--- src/rtl/bp_be_dcache_wbuf.sv ---
// bp_be_dcache_wbuf
// Two-entry FIFO store write buffer that sits between the dcache tag-check
// stage and the data memory. It provides same-doubleword store-to-load
// forwarding and a set-index snoop for the coherence engine.
//
// Ports
//   clk_i, reset_i          clock, asynchronous active-low reset
//   v_i, paddr_i, data_i,   store entry from tag-check (lane-aligned data,
//   mask_i, way_id_i        byte mask, hit way)
//   ready_o                 an entry can be accepted this cycle
//   v_o, paddr_o, data_o,   head entry toward data memory
//   mask_o, way_id_o
//   yumi_i                  data memory consumed the head this cycle
//   bypass_v_i,             load forwarding request and address
//   bypass_paddr_i
//   bypass_data_o,          merged forwarded bytes and the lanes supplied
//   bypass_mask_o
//   snoop_index_i,          set index targeted by the LCE and whether any
//   snoop_match_o           valid entry falls in that set
//   empty_o                 no valid entries
module bp_be_dcache_wbuf #(
    parameter int paddr_width_p = 56,
    parameter int data_width_p  = 64,
    parameter int ways_p        = 8,
    parameter int sets_p        = 64,
    localparam int mask_width_lp   = data_width_p / 8,
    localparam int way_id_width_lp = $clog2(ways_p),
    localparam int index_width_lp  = $clog2(sets_p)
) (
    input  logic                       clk_i,
    input  logic                       reset_i,

    input  logic                       v_i,
    input  logic [paddr_width_p-1:0]   paddr_i,
    input  logic [data_width_p-1:0]    data_i,
    input  logic [mask_width_lp-1:0]   mask_i,
    input  logic [way_id_width_lp-1:0] way_id_i,
    output logic                       ready_o,

    output logic                       v_o,
    output logic [paddr_width_p-1:0]   paddr_o,
    output logic [data_width_p-1:0]    data_o,
    output logic [mask_width_lp-1:0]   mask_o,
    output logic [way_id_width_lp-1:0] way_id_o,
    input  logic                       yumi_i,

    input  logic                       bypass_v_i,
    input  logic [paddr_width_p-1:0]   bypass_paddr_i,
    output logic [data_width_p-1:0]    bypass_data_o,
    output logic [mask_width_lp-1:0]   bypass_mask_o,

    input  logic [index_width_lp-1:0]  snoop_index_i,
    output logic                       snoop_match_o,

    output logic                       empty_o
);

    localparam int block_offset_lp = 6;

    logic [paddr_width_p-1:0]   paddr_r  [2];
    logic [data_width_p-1:0]    data_r   [2];
    logic [mask_width_lp-1:0]   mask_r   [2];
    logic [way_id_width_lp-1:0] way_id_r [2];

    logic [1:0] valid_r;
    logic [1:0] count_r;
    logic       head_r;
    logic       tail_r;

    logic enq;
    logic deq;
    logic newer;
    logic older_hit;
    logic newer_hit;

    // Only the doubleword address takes part in forwarding; the byte offset
    // is already encoded in the lane masks.
    logic unused_bypass_offset;
    assign unused_bypass_offset = ^bypass_paddr_i[2:0];

    // ready_o looks only at the count, so a full buffer refuses a store even
    // when the head is retiring in the same cycle.
    assign ready_o = (count_r < 2'd2);
    assign v_o     = (count_r != 2'd0);
    assign empty_o = (count_r == 2'd0);

    assign enq = v_i & ready_o;
    assign deq = yumi_i & v_o;

    assign paddr_o  = paddr_r[head_r];
    assign data_o   = data_r[head_r];
    assign mask_o   = mask_r[head_r];
    assign way_id_o = way_id_r[head_r];

    // Control state. A retiring slot clears its valid bit so the non-head
    // slot is only valid when two entries are held.
    always_ff @(posedge clk_i or negedge reset_i) begin
        if (!reset_i) begin
            count_r <= 2'd0;
            head_r  <= 1'b0;
            tail_r  <= 1'b0;
            valid_r <= 2'b00;
        end else begin
            if (enq) begin
                tail_r          <= ~tail_r;
                valid_r[tail_r] <= 1'b1;
            end
            if (deq) begin
                head_r          <= ~head_r;
                valid_r[head_r] <= 1'b0;
            end
            count_r <= count_r + 2'(enq) - 2'(deq);
        end
    end

    // Payload storage carries no reset; valid bits qualify every use.
    always_ff @(posedge clk_i) begin
        if (enq) begin
            paddr_r[tail_r]  <= paddr_i;
            data_r[tail_r]   <= data_i;
            mask_r[tail_r]   <= mask_i;
            way_id_r[tail_r] <= way_id_i;
        end
    end

    assign newer = ~head_r;

    assign older_hit = bypass_v_i & valid_r[head_r]
                     & (paddr_r[head_r][paddr_width_p-1:3] == bypass_paddr_i[paddr_width_p-1:3]);
    assign newer_hit = bypass_v_i & valid_r[newer]
                     & (paddr_r[newer][paddr_width_p-1:3] == bypass_paddr_i[paddr_width_p-1:3]);

    // Forwarding merge: the newer store wins any lane both entries write.
    // A store being enqueued this cycle is not yet in the registers, so it
    // never forwards; a retiring head is still valid and still forwards.
    always_comb begin
        bypass_data_o = '0;
        bypass_mask_o = '0;
        for (int l = 0; l < mask_width_lp; l++) begin
            if (newer_hit && mask_r[newer][l]) begin
                bypass_data_o[l*8 +: 8] = data_r[newer][l*8 +: 8];
                bypass_mask_o[l]        = 1'b1;
            end else if (older_hit && mask_r[head_r][l]) begin
                bypass_data_o[l*8 +: 8] = data_r[head_r][l*8 +: 8];
                bypass_mask_o[l]        = 1'b1;
            end
        end
    end

    // Snoop compares the set index field of every valid entry.
    always_comb begin
        snoop_match_o = 1'b0;
        for (int i = 0; i < 2; i++) begin
            if (valid_r[i]
                && (paddr_r[i][block_offset_lp +: index_width_lp] == snoop_index_i)) begin
                snoop_match_o = 1'b1;
            end
        end
    end

    // Protocol checks: stores offered to a full buffer are dropped, and a
    // yumi with nothing at the head is ignored. Both are flagged in sim.
    store_dropped_when_full: assert property (
        @(posedge clk_i) disable iff (!reset_i) !(v_i && !ready_o))
        else $warning("wbuf: store dropped, buffer full");

    yumi_without_valid: assert property (
        @(posedge clk_i) disable iff (!reset_i) !(yumi_i && !v_o))
        else $warning("wbuf: yumi ignored, buffer empty");

endmodule

--- config.mk ---
export PLATFORM = sky130hd
export DESIGN_NAME = bp_be_dcache_wbuf
export DESIGN_NICKNAME = d
export VERILOG_FILES = /design/src/rtl/bp_be_dcache_wbuf.sv
export SDC_FILE = /design/constraint.sdc
export NUM_CORES = 1
export LEC_CHECK = 0
export ABC_AREA = 1
export BUFFER_PORTS_ARGS = -buffer_cell sky130_fd_sc_hd__buf_2
export CAP_MARGIN = 20
export CORE_ASPECT_RATIO = 2
export CORE_UTILIZATION = 35
export CTS_BUF_LIST = sky130_fd_sc_hd__clkbuf_2 sky130_fd_sc_hd__clkbuf_4 sky130_fd_sc_hd__clkbuf_8
export CTS_CLUSTER_DIAMETER = 40
export CTS_CLUSTER_SIZE = 8
export DETAILED_ROUTE_END_ITERATION = 7
export SKIP_CTS_REPAIR_TIMING = 1
export SLEW_MARGIN = 20
export SYNTH_ARGS = -nofsm -noshare
export SYNTH_HDL_FRONTEND = slang
export SYNTH_SLANG_ARGS = --single-unit
--- constraint.sdc ---
create_clock -name clk_i -period 11 [get_ports clk_i]
set_clock_uncertainty 0.2 [all_clocks]
set_input_delay 1.65 -clock clk_i [delete_from_list [all_inputs] [get_ports clk_i]]
set_output_delay 1.65 -clock clk_i [all_outputs]
set_load 0.01 [all_outputs]
* Word level (Yosys, flattened, before mapping)
Memory sizes are Yosys's and may differ from the RTL's. Cells that the tools add are included.
Operators by class: order comparisons 6, bitwise gates (word level) 11, $add $sub $neg 2, muxes and demuxes 46, div/mod/pow operators 0, equal/unequal tests 4, reduce and logical (&&, ||, !) cells 22, multiply operators 0, shift-type cells 0
Operators with widths (number):
- $mux W8 | 16
- $eq A53 B53 Y1 | 2
- $mux W1 | 26
- $logic_and A1 B1 Y1 | 20
- $eq A6 B6 Y1 | 2
- $and A1 B1 Y1 | 6
- $lt A1 B2 Y1 const B | 3
- $mux W2 | 2
- $add A2 B1 Y2 | 1
- $and A2 B2 Y2 | 1
- $demux W1 S1 | 2
- $ge A1 B1 Y1 const B | 2
- $logic_not A2 Y1 | 1
- $lt A2 B2 Y1 const B | 1
- $not A1 Y1 | 2
- $not A2 Y2 | 1
- $or A2 B2 Y2 | 1
- $reduce_bool A2 Y1 | 1
- $sub A2 B1 Y2 | 1
Storage, ports and cells: ROM bits 0, memories 4, bits of input ports 198, output and inout port bits 207, latch bits 0, flip-flop bits (word level) 6, RAM bits 262, logic and storage cells 99
Memory list:
- data_r | words 2, width 64, rd ports 2, clocked after memory_dff 0, wr ports 1, RTL line 61 | logic [data_width_p-1:0] data_r [2];
- paddr_r | words 2, width 56, rd ports 4, clocked after memory_dff 0, wr ports 1, RTL line 60 | logic [paddr_width_p-1:0] paddr_r [2];
- mask_r | words 2, width 8, rd ports 2, clocked after memory_dff 0, wr ports 1, RTL line 62 | logic [mask_width_lp-1:0] mask_r [2];
- way_id_r | words 2, width 3, rd ports 1, clocked after memory_dff 0, wr ports 1, RTL line 63 | logic [way_id_width_lp-1:0] way_id_r [2];

* Depth between registers and ports, before layout
Gate-level depths: netlist of run 1.
word-level depth 8, gate-level depth with buffers 18, mapped depth without buffers 14

* Worst setup path after synthesis of run 1
No wires, ideal clock.
path type input port to flip-flop, start input port v_i, end memory data_r[0][0] (enable), data required time 10175 ps, path slack 2936 ps, cell stages on the path 2, library setup time 625 ps, buffers on the path 0, arrival 7239 ps, cell sequence nand2_1 -> nor2_1
On the way: longest elaborated chain between the ends 3
RTL lines:
- start, declared | RTL line 33 | input logic v_i,
- $and A1 B1 Y1 | RTL line 87 | assign enq = v_i & ready_o;
- $mux W1 | RTL line 118 | if (enq) begin
- $mux W1 (implied by the code) | RTL line 120 | data_r[tail_r] <= data_i;
- end, declared | RTL line 61
Every way passes these cells.

* Worst setup path after layout of run 1
start register head_r, end output port bypass_data_o[40]
On the way: longest elaborated chain between the ends 7, elaborated cells between the ends (all ways) 18, those cells by class eq/ne (2); mux (6); bitwise (5); reduce/logical (2); memory (3)
RTL lines:
- start, declared | RTL line 67 | logic head_r;
- start signal, assigned | RTL line 109 | head_r <= ~head_r;
- parallel branches: the longest is 6 deep, another holds $mem_v2 Z2 W56
- $mux W8 (*) | RTL line 140 | if (newer_hit && mask_r[newer][l]) begin
- end, declared | RTL line 49 | output logic [data_width_p-1:0] bypass_data_o,
Mark *: on every way between the ends. The select of a mux whose other input is x is not followed.

==> results of run 1 <==
[cell usage in the layout, fill, tap and decap left out, drive strengths merged, types with 5 or more instances in the layout]
cell	count
buf	409
clkbuf	51
clkinv	5
dfrtp	6
edfxtp	262
inv	170
nand2	768
nand3	236
nor2	85
o21ai	168
o22ai	5
[registers in the layout (all words and copies together) (netlist names)]
name / count
mask_r: 16
head_r: 1
valid_r: 2
way_id_r: 6
tail_r: 1
count_r: 2
paddr_r: 112
data_r: 128
[metal layers]
layer  wire [µm]  global-route usage (%)  vias up
li1            -                       -     6663
met1       16420                   22.01     6296
met2       26400                   43.31      518
met3        2974                   4.450      132
met4        3489                   16.05       10
met5          58                       0        -
[worst register-to-register path, cell delays in order, from the launching register on]
cell and delay [ns]:
dfrtp_1 0.38, inv_1 0.10, nand2_1 0.20, nor2_4 0.70
buf_4 0.82
[power groups by stage]
stage	logic [mW]	clock network (mW)	registers, mW
after floorplan	1.19	0	1.46
after global placement	1.79	0	1.47
after detailed placement	1.82	0	1.48
after CTS	1.83	0.797	1.45
after global routing	2.01	0.831	1.47
final	1.81	0.769	1.45
[worst max path at each step]
stage | slack (ns) | endpoint
floorplan | 2.94 | data_r[0][0]
global placement | 3.85 | bypass_data_o[60]
detailed placement | 3.83 | bypass_data_o[60]
CTS | 3.21 | bypass_data_o[60]
global route | 2.84 | bypass_data_o[63]
finish | 3.20 | bypass_data_o[40]
[cell families (layout without fill, tap and decap cells)]
family / count (synthesis) / after routing / share of synthesized area [%]
and+or+nand+nor: 1098 / 1098 / 30.74
DFF: 268 / 268 / 55.30
buffers and inverters: 235 / 635 / 6.965
AOI/OAI and AO/OA: 181 / 181 / 6.395
xor gates and xnor gates: 7 / 7 / 0.4229
adders and majority gates: 2 / 2 / 0.1726
other: 0 / 4 / 0
[per-stage QoR]
step | total power [mW] | std cells | setup WS [ns] | cell area [µm²]
after floorplan | 2.650 | 1791 | 2.936 | 14500
after global placement | 3.255 | 2669 | 3.852 | 16900
after detailed placement | 3.296 | 2669 | 3.828 | 16900
after CTS | 4.079 | 2726 | 3.211 | 17580
after global routing | 4.317 | 2729 | 2.839 | 17590
final | 4.032 | 2730 | 3.195 | 17590
[layout make-up]
type                       count  share of cell area (%)
antenna                        4                 0.05689
clock buffer                  51                   3.705
clock inverter                 6                  0.1920
inverter                     169                   3.648
multi-input combinational   1288                   31.18
sequential                   268                   45.59
tap                          535                   3.805
timing repair buffer         409                   11.82
==> PnR_summary.wiki, run 1 <==
{| class="wikitable"
! Metric !! Value
|-
| Endpoint arrival time on the critical path || 5.95 ns
|-
| Worst min-delay path class || flip-flop to flip-flop
|-
| Die extent in y || 289.8 µm
|-
| Layout cell share with drive strength beyond 1 || 21.59%
|-
| Synthesized netlist cell count || 1791
|-
| Area share of the leading cell type in the synthesized netlist || 54.27%
|-
| Most area-hungry cell type in the Yosys netlist || edfxtp_1
|-
| Effective utilization at floorplan || 35.37%
|-
| Power share of the sequential group || 36.1%
|-
| Commonest cells in the netlist || nand2_1 (768), edfxtp_1 (262), nand3_1 (236), inv_1 (168), o21ai_0 (156)
|-
| Setup CP Type || flip-flop to output port
|-
| Remaining DRCs || 0
|-
| YS warnings || 0
|-
| Vias after detailed routing || 13620
|-
| Setup Total Neg Slack || 0 ns
|-
| Combinational share of power || 44.9%
|-
| Cell area after technology mapping || 14500 µm²
|-
| Internal power || 2.248 mW
|-
| Power density of the placed cells || 229.1 nW/µm²
|-
| Most frequent cell on the critical path || nand2_1
|-
| Worst hold-check slack || 0.3275 ns
|-
| CP max stage delay || 0.84 ns
|-
| Part of the power in the clock network || 19.1%
|-
| GRT Total Usage || 22.98%
|-
| Hold violation total from the final report || 0
|-
| Slowest cell on crit path || buf_4
|-
| Ports || 405
|-
| Number of buffers created by CTS || 41
|-
| Number of H-tree levels || 2
|-
| Total of buffers placed on input and output ports || 401
|-
| Drt via density || 4.989
|-
| Endpoint of the most critical register-to-register path || data_r[1][32]
|-
| Global route overflow || 0
|-
| Buffers and inverters on the worst path || 4
|-
| Critical path depth in cells || 15
|-
| TritonCTS Sinks || 268
|-
| Flop and latch count out of synthesis || 268
|-
| Worst setup SP type || flip-flop
|-
| Synth unique cells || 30
|-
| Clock latency reported for the late side of the worst-skew pair || 0.55 ns
|-
| Share of flip-flops with an asynchronous set or reset || 2.239%
|-
| Logic depth of the worst register-to-register path || 4
|-
| Maximum fanout along the worst path || 174
|-
| Cell family contributing the most delay on the critical path || simple AND/OR/NAND/NOR gates
|-
| Layout overhead on the synthesized area || 21.36%
|-
| Top achievable clock speed || 128.1 MHz
|-
| FF/Latch Area || 8021 µm²
|-
| Avg Cell Area, Syn || 8.095 µm²
|-
| Worst supply voltage drop on vdd || 0.1420 mV
|-
| Filler instances || 4137
|-
| Via count of the first global-routing pass || 13300
|-
| Number of antenna violations at the first check in global routing || 9
|-
| Post-detail-place hpwl || 36450 µm
|-
| Setup-failing EPs final || 0
|-
| Die area || 42290 µm²
|-
| Horizontal extent of the die || 145.9 µm
|-
| Max-Cap Viols || 0
|-
| Share of the clock period used by the worst path after layout || 70.95%
|-
| Clock Root Buffer || clkbuf_8
|-
| Worst reg2reg startpoint || count_r[1]
|-
| NumNets Final || 2377
|-
| Core outline area || 40990 µm²
|-
| R2R setup slack || 8.17 ns
|-
| Sequential element share of the synthesized area || 55.30%
|-
| Required time reported for the critical path endpoint || 9.15 ns
|-
| Critical Path, Cell by Cell || inv_8 -> buf_4 -> nand2_1 -> nand3_1 -> nand2_1 -> nor2_1 -> nand2_1 -> nor2_1 -> nand2_1 -> nor2_4 -> and2_2 -> buf_4 -> nand3_1 -> nand2_1 -> buf_2
|-
| Detailed-route wire length || 49350 µm
|-
| Static leakage || 8.612 nW
|-
| CTS tree || yes
|-
| Number of buffers between clock root and the deepest sink || 3
|-
| Post-synth EDFFs || 262
|-
| Final min period || 7.805 ns
|-
| Launch point of the worst path || head_r
|-
| Worst Max-Slew Pin Slew || 1.062 ns
|-
| Leading cell type by number of instances after synthesis || nand2_1
|-
| Maximum number of pins on one net before global-route repair || 175
|-
| Final slew viol count || 0
|-
| Utilization of the core after routing || 42.92%
|-
| Ranking of synthesized cells by area || edfxtp_1 (54%), nand2_1 (20%), nand3_1 (8.1%)
|-
| Mean routed wirelength per cell || 18.08 µm
|-
| Length of the first detailed-routing pass in iterations || 6
|-
| Post-Syn Nets || 1991
|-
| Worst slew slack as a fraction of its limit || 29.18%
|-
| Area of combinational cells with multiple inputs || 5487 µm²
|-
| Result of the run || finished, final reports clean
|-
| Net switching share of the total power || 44.25%
|-
| DRC violation total after the first TritonRoute iteration || 676
|-
| Type of destination of the critical path || output port
|-
| Worst hold endpoint || count_r[0]
|-
| Global-route wire length before repair || 73950 µm
|-
| Number of nets still failing antenna checks after routing || 0
|-
| Unrepaired setup endpoints after global routing || false
|-
| Hold depth || 1
|-
| Hold_sp || count_r[0]
|-
| Clock Pin Slew Worst Setup and Hold Paths || 0.06 ns
|-
| Row cnt || 105
|-
| Routability Congestion || 0.8732
|-
| P_sw || 1.784 mW
|-
| Most instantiated flip-flop cell in the synthesis netlist || edfxtp_1
|}
(Power assumes the default switching activity.)
==> run 2, diff against run 1 <==
==> constraint.sdc (replaced) <==
create_clock -name clk_i -period 7 [get_ports clk_i]
set_clock_uncertainty 0.2 [all_clocks]
set_input_delay 1.05 -clock clk_i [delete_from_list [all_inputs] [get_ports clk_i]]
set_output_delay 1.05 -clock clk_i [all_outputs]
set_load 0.01 [all_outputs]
==> PnR_summary.wiki, run 2 (same netlist as run 1, synthesis figures left out) <==
{| class="wikitable"
! Metric !! Value
|-
| R2R setup slack || 4.49 ns (was 8.17 ns)
|-
| Die area || 42290 µm² (unchanged)
|-
| Vias after detailed routing || 13560 (was 13620)
|-
| GRT Total Usage || 23.25% (was 22.98%)
|-
| Number of buffers between clock root and the deepest sink || 3 (unchanged)
|-
| Unrepaired setup endpoints after global routing || false (unchanged)
|-
| DRC violation total after the first TritonRoute iteration || 661 (was 676)
|-
| Die extent in y || 289.8 µm (unchanged)
|-
| Most frequent cell on the critical path || nand2_1 (unchanged)
|-
| Cell family contributing the most delay on the critical path || simple AND/OR/NAND/NOR gates (unchanged)
|-
| Critical path capture point || bypass_data_o[9] (was bypass_data_o[40])
|-
| Power share of the sequential group || 35.4% (was 36.1%)
|-
| Required time reported for the critical path endpoint || 5.75 ns (was 9.15 ns)
|-
| Number of H-tree levels || 2 (unchanged)
|-
| Global route overflow || 0 (unchanged)
|-
| FF/Latch Area || 8021 µm² (unchanged)
|-
| CP max stage delay || 0.81 ns (was 0.84 ns)
|-
| Horizontal extent of the die || 145.9 µm (unchanged)
|-
| P_sw || 2.818 mW (was 1.784 mW)
|-
| Share of the clock period used by the worst path after layout || 86.60%
|-
| Remaining DRCs || 0 (unchanged)
|-
| Core outline area || 40990 µm² (unchanged)
|-
| Net switching share of the total power || 43.99% (was 44.25%)
|-
| Worst slack at placement || 1.526 ns (was 3.828 ns)
|-
| Internal power || 3.589 mW (was 2.248 mW)
|-
| Number of antenna violations at the first check in global routing || 17 (was 9)
|-
| Worst Max-Slew Pin Slew || 1.010 ns (was 1.062 ns)
|-
| Number of nets still failing antenna checks after routing || 0 (unchanged)
|-
| Endpoint of the most critical register-to-register path || paddr_r[0][54] (was data_r[1][32])
|-
| Buffers and inverters on the worst path || 2 (was 4)
|-
| Logic depth of the worst register-to-register path || 5 (was 4)
|-
| Via count of the first global-routing pass || 13530 (was 13300)
|-
| Effective utilization at floorplan || 35.37% (unchanged)
|-
| Critical Path, Cell by Cell || inv_8 -> nand2_1 -> nand3_1 -> nand2_1 -> nor2_1 -> nand2_1 -> nor2_1 -> nand2_1 -> nor2_1 -> nand2_1 -> nor2_1 -> nand3_1 -> nand2_1 -> buf_2 (was inv_8 -> buf_4 -> nand2_1 -> nand3_1 -> nand2_1 -> nor2_1 -> nand2_1 -> nor2_1 -> nand2_1 -> nor2_4 -> and2_2 -> buf_4 -> nand3_1 -> nand2_1 -> buf_2)
|-
| Ports || 405 (unchanged)
|-
| TritonCTS Sinks || 268 (unchanged)
|-
| Minimum setup slack in the final design || 0.9377 ns (was 3.195 ns)
|-
| Post-route total power || 6.407 mW (was 4.032 mW)
|-
| Hold violation total from the final report || 0 (unchanged)
|-
| Type of destination of the critical path || output port (unchanged)
|-
| Clock latency reported for the late side of the worst-skew pair || 0.54 ns (was 0.55 ns)
|-
| Clock Root Buffer || clkbuf_8 (unchanged)
|-
| Routability Congestion || 0.8552 (was 0.8732)
|-
| Final min period || 6.062 ns
|-
| Mean routed wirelength per cell || 18.11 µm (was 18.08 µm)
|-
| Largest reg by FF count || data_r (unchanged)
|-
| Result of the run || finished, final reports clean (unchanged)
|-
| Number of buffers created by CTS || 42 (was 41)
|-
| Setup-failing EPs final || 0 (unchanged)
|-
| Worst slew slack as a fraction of its limit || 32.66% (was 29.18%)
|-
| Most frequent cells in the layout || nand2_1 (768), buf_2 (401), edfxtp_1 (262) (unchanged)
|-
| Total of buffers placed on input and output ports || 401 (unchanged)
|-
| Top achievable clock speed || 165.0 MHz
|-
| Post-detail-place hpwl || 36940 µm (was 36450 µm)
|-
| Max reg flops || 128 (unchanged)
|-
| Power density of the placed cells || 362.0 nW/µm² (was 229.1 nW/µm²)
|-
| Static leakage || 8.645 nW (was 8.612 nW)
|-
| Most common cell after layout, fill and taps aside || nand2_1 (unchanged)
|-
| Slowest cell on crit path || nor2_1 (was buf_4)
|-
| Clock Pin Slew Worst Setup and Hold Paths || 0.06 ns (about the same)
|-
| Maximum number of pins on one net before global-route repair || 168 (was 175)
|-
| Worst reg2reg startpoint || count_r[1] (unchanged)
|-
| Endpoint arrival time on the critical path || 4.81 ns (was 5.95 ns)
|-
| Area of combinational cells with multiple inputs || 5487 µm² (unchanged)
|-
| Combinational share of power || 44.7% (was 44.9%)
|-
| CTS tree || yes (unchanged)
|-
| Critical path depth in cells || 14 (was 15)
|-
| Final slew viol count || 0 (unchanged)
|-
| Setup CP Type || flip-flop to output port (unchanged)
|-
| Layout overhead on the synthesized area || 22.07% (was 21.36%)
|-
| NumNets Final || 2381 (was 2377)
|-
| Worst setup SP type || flip-flop (unchanged)
|-
| Detailed-route wire length || 49690 µm (was 49350 µm)
|-
| Worst supply voltage drop on vdd || 0.2518 mV (was 0.1420 mV)
|-
| Registers with the highest flip-flop counts || data_r: 128 flops, paddr_r: 112 flops, mask_r: 16 flops (unchanged)
|-
| Launch point of the worst path || head_r (unchanged)
|-
| Worst min-delay path class || input pin to asynchronous set/reset pin (was flip-flop to flip-flop)
|-
| Filler instances || 4176 (was 4137)
|-
| Length of the first detailed-routing pass in iterations || 7 (was 6)
|-
| Row cnt || 105 (unchanged)
|-
| Maximum fanout along the worst path || 167 (was 174)
|-
| Part of the power in the clock network || 19.9% (was 19.1%)
|-
| Max-Cap Viols || 0 (unchanged)
|-
| Drt via density || 4.943 (was 4.989)
|-
| Layout cell share with drive strength beyond 1 || 21.90% (was 21.59%)
|-
| Global-route wire length before repair || 74570 µm (was 73950 µm)
|}
run 2: cell count changes in the layout (fill, tap and decap cells not counted), sizes merged:
| cell | previous run | this run |
|---|---|---|
| buf | 409 | 412 |
| diode | 4 | 12 |
| clkbuf | 51 | 53 |
| clkinvlp | 0 | 3 |
| inv | 170 | 169 |
| clkinv | 5 | 2 |
| bufinv | 0 | 1 |
run 2: stage by stage:
step / util, % / setup TNS [ns] / area (µm²) / instances / hold slack, ns
after floorplan: - / -122.02 / 14500 / 1791 / 0.2791
after global placement: 41.31 / 0 / 16930 / 2672 / 0.2927
after detailed placement: 41.31 / 0 / 16930 / 2672 / 0.3108
after CTS: 43.10 / 0 / 17670 / 2731 / 0.06698
after global routing: 43.17 / 0 / 17690 / 2742 / 0.07929
final: 43.17 / 0 / 17700 / 2743 / 0.1250
run 2: cell type report:
class | count | share of cell area [%]
Antenna cell | 12 | 0.1697
Clock buffer | 53 | 3.768
Clock inverter | 6 | 0.3747
Sequential cell | 268 | 45.33
Multi-Input combinational cell | 1288 | 31.00
Timing Repair Buffer | 412 | 11.95
Tap cell | 535 | 3.783
Inverter | 169 | 3.627
run 2: layer usage:
metal	vias to the layer above	routed length, µm	GRT usage (%)
met1	6247	16340	21.54
met5	-	45	0
met4	8	3527	16.92
met2	471	27060	44.58
li1	6690	-	-
met3	144	2720	4.167
run 2: power by group through the flow:
stage / clock network, mW / logic, mW / registers, mW
floorplan: 0 / 1.87 / 2.29
detailed placement: 0 / 2.88 / 2.30
finish: 1.27 / 2.86 / 2.27
CTS: 1.32 / 2.90 / 2.27
global placement: 0 / 2.84 / 2.28
global route: 1.37 / 3.18 / 2.30
run 2: worst min path at each step:
| stage | slack [ns] | start | end | cells after the start |
|---|---|---|---|---|
| 6_report | 0.12 | reset_i | count_r[1] | 1 |
| 5_1_grt | 0.08 | reset_i | count_r[1] | 1 |
| 4_1_cts | 0.07 | reset_i | head_r | 1 |
| 3_5_place_dp | 0.31 | count_r[0] | count_r[0] | 1 |
| 3_3_place_gp | 0.29 | count_r[0] | count_r[0] | 1 |
| 2_1_floorplan | 0.28 | count_r[0] | count_r[0] | 1 |
run 2: worst reg2reg max path, delay by kind of cell (launching register included):
family	cells	cell delay [ns]
DFF	1	0.38
and+or+nand+nor	2	0.33
buffers and inverters	3	1.20
